File: config.mk
export PLATFORM = sky130hd
export DESIGN_NAME = sync_fifo_ctrl
export DESIGN_NICKNAME = d
export VERILOG_FILES = /design/src/rtl/sync_fifo_ctrl.sv
export SDC_FILE = /design/constraint.sdc
export NUM_CORES = 1
export LEC_CHECK = 0
export ABC_CLOCK_PERIOD_IN_PS = 6100
export CELL_PAD_IN_SITES_DETAIL_PLACEMENT = 0
export CELL_PAD_IN_SITES_GLOBAL_PLACEMENT = 2
export CORE_MARGIN = 1.5
export CORE_UTILIZATION = 46
export CTS_BUF_LIST = sky130_fd_sc_hd__clkbuf_4 sky130_fd_sc_hd__clkbuf_8
export CTS_CLUSTER_SIZE = 40
export DETAILED_ROUTE_END_ITERATION = 8
export PLACE_DENSITY = 0.95
export SYNTH_ARGS = -nofsm -noshare
export SYNTH_HDL_FRONTEND = slang
export SYNTH_SLANG_ARGS = --single-unit
File: constraint.sdc
create_clock -name w_clk -period 6.1 [get_ports w_clk]
set_clock_uncertainty 0.1 [all_clocks]
set_input_delay 0.61 -clock w_clk [delete_from_list [all_inputs] [get_ports w_clk]]
set_output_delay 0.61 -clock w_clk [all_outputs]
set_load 0.02 [all_outputs]
File: src/rtl/sync_fifo_ctrl.sv
// sync_fifo_ctrl: single-clock FIFO with storage, pointers, occupancy count,
// programmable almost-full/almost-empty, flush and sticky error flags.
//
// Ports:
//   w_clk, w_rst_n   clock, synchronous active-low reset
//   flush            synchronous clear of pointers, count, error flags
//   wr_en, wr_data   write request and data
//   rd_en            read request
//   rd_data          registered read data
//   rd_valid         one-cycle pulse, rd_data holds a newly read entry
//   full, empty      count == DEPTH / count == 0
//   almost_full      count >= AF_LEVEL
//   almost_empty     count <= AE_LEVEL
//   count            occupancy 0..DEPTH
//   clr_err          clears overflow/underflow (a new error wins)
//   overflow         sticky: a write was rejected
//   underflow        sticky: a read was rejected
module sync_fifo_ctrl #(
    parameter int DATA_WIDTH = 8,
    parameter int ADDR_WIDTH = 3,
    parameter int AF_LEVEL   = (2 ** ADDR_WIDTH) - 2,
    parameter int AE_LEVEL   = 2
) (
    input  logic                  w_clk,
    input  logic                  w_rst_n,
    input  logic                  flush,
    input  logic                  wr_en,
    input  logic [DATA_WIDTH-1:0] wr_data,
    input  logic                  rd_en,
    output logic [DATA_WIDTH-1:0] rd_data,
    output logic                  rd_valid,
    output logic                  full,
    output logic                  empty,
    output logic                  almost_full,
    output logic                  almost_empty,
    output logic [ADDR_WIDTH:0]   count,
    input  logic                  clr_err,
    output logic                  overflow,
    output logic                  underflow
);

    localparam int DEPTH = 2 ** ADDR_WIDTH;

    localparam logic [ADDR_WIDTH:0] DEPTH_C = DEPTH[ADDR_WIDTH:0];
    localparam logic [ADDR_WIDTH:0] AF_C    = AF_LEVEL[ADDR_WIDTH:0];
    localparam logic [ADDR_WIDTH:0] AE_C    = AE_LEVEL[ADDR_WIDTH:0];
    localparam logic [ADDR_WIDTH:0] ZERO    = '0;
    localparam logic [ADDR_WIDTH:0] ONE     = {{ADDR_WIDTH{1'b0}}, 1'b1};

    logic [DATA_WIDTH-1:0] mem [DEPTH];

    // MSB of each pointer is the wrap bit; low bits index storage.
    logic [ADDR_WIDTH:0]   wr_ptr;
    logic [ADDR_WIDTH:0]   rd_ptr;
    logic [ADDR_WIDTH:0]   count_q;
    logic [ADDR_WIDTH:0]   count_nxt;
    logic [DATA_WIDTH-1:0] rd_data_q;
    logic                  rd_valid_q;
    logic                  overflow_q;
    logic                  underflow_q;

    logic wr_acc;
    logic rd_acc;
    logic ovf_set;
    logic unf_set;

    logic [ADDR_WIDTH-1:0] wr_idx;
    logic [ADDR_WIDTH-1:0] rd_idx;

    assign wr_idx = wr_ptr[ADDR_WIDTH-1:0];
    assign rd_idx = rd_ptr[ADDR_WIDTH-1:0];

    // Flags come only from the registered count.
    assign full         = (count_q == DEPTH_C);
    assign empty        = (count_q == ZERO);
    assign almost_full  = (count_q >= AF_C);
    assign almost_empty = (count_q <= AE_C);

    // Full blocks the write and empty blocks the read, so with both
    // requests the FIFO never passes data through or bypasses storage.
    assign wr_acc  = wr_en && !full;
    assign rd_acc  = rd_en && !empty;
    assign ovf_set = wr_en && full;
    assign unf_set = rd_en && empty;

    always_comb begin
        count_nxt = count_q;
        unique case (1'b1)
            wr_acc && !rd_acc: count_nxt = count_q + ONE;
            rd_acc && !wr_acc: count_nxt = count_q - ONE;
            default: ;
        endcase
    end

    // Storage is not reset; the count guarantees unwritten entries are
    // never read.
    always_ff @(posedge w_clk) begin
        if (w_rst_n && !flush && wr_acc) begin
            mem[wr_idx] <= wr_data;
        end
    end

    always_ff @(posedge w_clk) begin
        if (!w_rst_n) begin
            wr_ptr      <= '0;
            rd_ptr      <= '0;
            count_q     <= '0;
            rd_data_q   <= '0;
            rd_valid_q  <= 1'b0;
            overflow_q  <= 1'b0;
            underflow_q <= 1'b0;
        end else if (flush) begin
            // rd_data deliberately keeps its last value.
            wr_ptr      <= '0;
            rd_ptr      <= '0;
            count_q     <= '0;
            rd_valid_q  <= 1'b0;
            overflow_q  <= 1'b0;
            underflow_q <= 1'b0;
        end else begin
            rd_valid_q <= rd_acc;
            count_q    <= count_nxt;
            if (wr_acc) begin
                wr_ptr <= wr_ptr + ONE;
            end
            if (rd_acc) begin
                rd_ptr    <= rd_ptr + ONE;
                rd_data_q <= mem[rd_idx];
            end
            // A new error in the same cycle as clr_err wins.
            overflow_q  <= ovf_set | (overflow_q & ~clr_err);
            underflow_q <= unf_set | (underflow_q & ~clr_err);
        end
    end

    assign rd_data   = rd_data_q;
    assign rd_valid  = rd_valid_q;
    assign count     = count_q;
    assign overflow  = overflow_q;
    assign underflow = underflow_q;

endmodule
==> run metrics <==
Setup Viol. Count Final 0; slew at the pin closest to its max-slew limit about 1100 ps; Antenna Cells 0; critical setup path kind register to output port; Remaining DRCs 0; post-route fraction of the period consumed by the critical path around half; mean instance size in the synthesized netlist approximately 16 um2; Pre-antenna DRT Iters 4; die outline area roughly 7800 um2; number of vias per cell after detailed routing approximately 5.1; Arrival @ worst endpoint about 2300 ps; Cell variety after synth 37; core area about 6900 um2; maximum count of clock buffers along a single path 2; Hold Worst Slack roughly 340 ps; count leader, synth sky130_fd_sc_hd__edfxtp_1; share of the core filled with cells 57.4%; post-route cell area ~4000 um2; num rows 30; run status finished, final reports clean; worst reg-to-reg path cell count 9; Yosys reg bits 85; HPWL after DPL 3890 um; FF-to-FF setup slack between 3000 and 4000 ps; portion of the post-synthesis area used by sequential elements roughly 70%; relative max-transition margin between 20% and 30%; setup TNS 0 ps; height of the die roughly 89 um; maximum fanout along the worst path 10; maximum number of pins on one net before global-route repair 18; # Post-CTS Setup Buffers 0; port bufs 32; CTS Root Buffer Type sky130_fd_sc_hd__clkbuf_8; leading post-synthesis cells by cell area sky130_fd_sc_hd__edfxtp_1 57%, sky130_fd_sc_hd__dfxtp_1 12%, sky130_fd_sc_hd__mux4_2 11%, sky130_fd_sc_hd__nand2_1 2.3%, sky130_fd_sc_hd__ha_1 1.9%; top cell type by total area after synthesis sky130_fd_sc_hd__edfxtp_1; clock insertion delay at the later pin of the skew report about 350 ps; number of buffers added by the clock tree synthesis step 9; number of slew-limit violations in the final report 0; maximum level of the CTS H-tree 3; number of global-route vias before repair roughly 1700; setup repair after global routing missed its margin false; Setup crit start count[0]$_SDFFE_PP0P_; Worst setup endpoint full; post_cts resized 0; total wirelength of the detailed-routed design between 5000 and 6000 um; Startpoint Class register; reg2reg end count[2]$_SDFFE_PP0P_; ratio of cells with drive above 1 in the final layout approximately 15%; drt first-iter violations between 150 and 200; Worst R2R Start count[0]$_SDFFE_PP0P_; required time at the worst-slack endpoint 5390 ps; I/O pin count 33; first-pass GRT wire length between 9000 and 10000 um; Static Leakage ~1.3 nW; cell area after synthesis 3360 um2; area growth from synthesis to final layout 18.5%; number of nets in the synthesized netlist about 230; max-cap violations 0; starting utilization of the core area between 40 and 50%; area share of the largest cell type after synthesis 57.1%; total number of vias around 1800; post-cts hold buffer count 0; post-route antenna net violation count 0; post-CTS clock slew at the launch and capture registers of the worst setup and hold paths about 80 ps; Ys Warns 0; post-layout power 1.13 mW; Chip Width between 80 and 90 um; cell count after synthesis 209; fraction of registers with async set/reset 0%; Net count, final roughly 260; Worst Setup End Kind output port; # clock sinks 85; Primary FF master, synth sky130_fd_sc_hd__edfxtp_1; number of enable flip-flop cells after synthesis 64; wire length per cell approximately 17 um; Hold Fails Final Rpt 0; Pwr per Cell Area 284 nW/um2; beginning of the worst hold path rd_data[2]$_SDFFE_PN0P_; Peak Freq 336 MHz; minimum period implied by the final worst setup slack 2980 ps; dpl cell area 3760 um2; clock tree from TritonCTS built; combined global-route utilization of all metal layers about 17%; initial antenna violation count 0; placer's final routability congestion estimate 0.754; worst hold path type register to register; VDD IR-drop max approximately 0.00014 V; most numerous cell types in the synthesized netlist 64 x sky130_fd_sc_hd__edfxtp_1, 21 x sky130_fd_sc_hd__dfxtp_1, 21 x sky130_fd_sc_hd__nand2_1, 16 x sky130_fd_sc_hd__mux4_2, 16 x sky130_fd_sc_hd__nor2_1; overflow left after global routing 0
-- per-layer routing --
layer / GRT usage [%] / part of all wire (%)
met4: 6.39 / 0.87
met1: 24.1 / 49
met2: 24.1 / 46
met5: 0 / 0
met3: 4.85 / 4.7
-- logic make-up (layout without fill, tap and decap cells) --
family | Yosys count | in the layout | synth area share (%)
xor gates and xnor gates | 7 | 7 | 1.82
DFF | 85 | 85 | 69.6
buffers and inverters | 13 | 53 | 2.12
and+or+nand+nor | 60 | 60 | 8.67
adders and majority gates | 5 | 5 | 1.86
muxes | 17 | 17 | 11.0
AOI/OAI and AO/OA | 22 | 22 | 4.91
-- power by group --
| group | leakage [nW] | switching (mW) | internal [mW] |
|---|---|---|---|
| logic | 0.468 | 0.0302 | 0.0274 |
| clock network | 0.112 | 0.204 | 0.240 |
| registers | 0.746 | 0.00471 | 0.626 |
| total | 1.33 | 0.239 | 0.893 |
-- area by class of cell --
class / instances / area [um2]
clock inverters: 6 / 96.3
repair buffers: 34 / 335
fillers: 549 / 2960
inverters: 3 / 11.3
multi-input cells: 111 / 951
flip-flops and latches: 85 / 2340
clock buffers: 10 / 131
well taps: 96 / 120
-- worst max-delay path, cell delays in order (launching register included) --
cell	delay [ps]
sky130_fd_sc_hd__dfxtp_1	420
sky130_fd_sc_hd__or4b_2	790
sky130_fd_sc_hd__inv_1	100
sky130_fd_sc_hd__clkdlybuf4s50_1	600
-- cell usage in the layout (no fill, tap or decap), drive strengths merged, types with 2 or more instances in the layout --
cell type,instances
ha,5
xor2,6
nand2b,4
inv,5
nor2b,3
clkbuf,10
edfxtp,64
o21ai,2
nand2,21
nand3,3
buf,2
a22oi,8
clkdlybuf4s50,32
nor3,3
bufinv,2
mux4,16
nor2,16
a21oi,7
dfxtp,21
or3,2
-- sequential cells by signal, indices dropped and copies added, names as in the netlist --
register and count:
underflow 1, rd_data 8, rd_ptr 3, rd_valid 1, overflow 1, mem 64, wr_ptr 3, count 4
-- worst min-delay path by stage --
stage,depth (start not counted),slack (ps),endpoint
floorplan,2,370,rd_ptr[1]$_SDFFE_PP0P_
global placement,2,320,rd_data[1]$_SDFFE_PN0P_
detailed placement,2,330,rd_data[6]$_SDFFE_PN0P_
CTS,2,340,rd_data[6]$_SDFFE_PN0P_
global route,2,360,rd_data[2]$_SDFFE_PN0P_
finish,2,340,rd_data[2]$_SDFFE_PN0P_
-- per-stage QoR --
stage,std cells,setup WS (ps)
floorplan,209,3280
global placement,329,2830
detailed placement,329,2750
CTS,345,3100
global route,345,2890
finish,345,3120
Note: power is estimated with default switching activity, not from simulation.
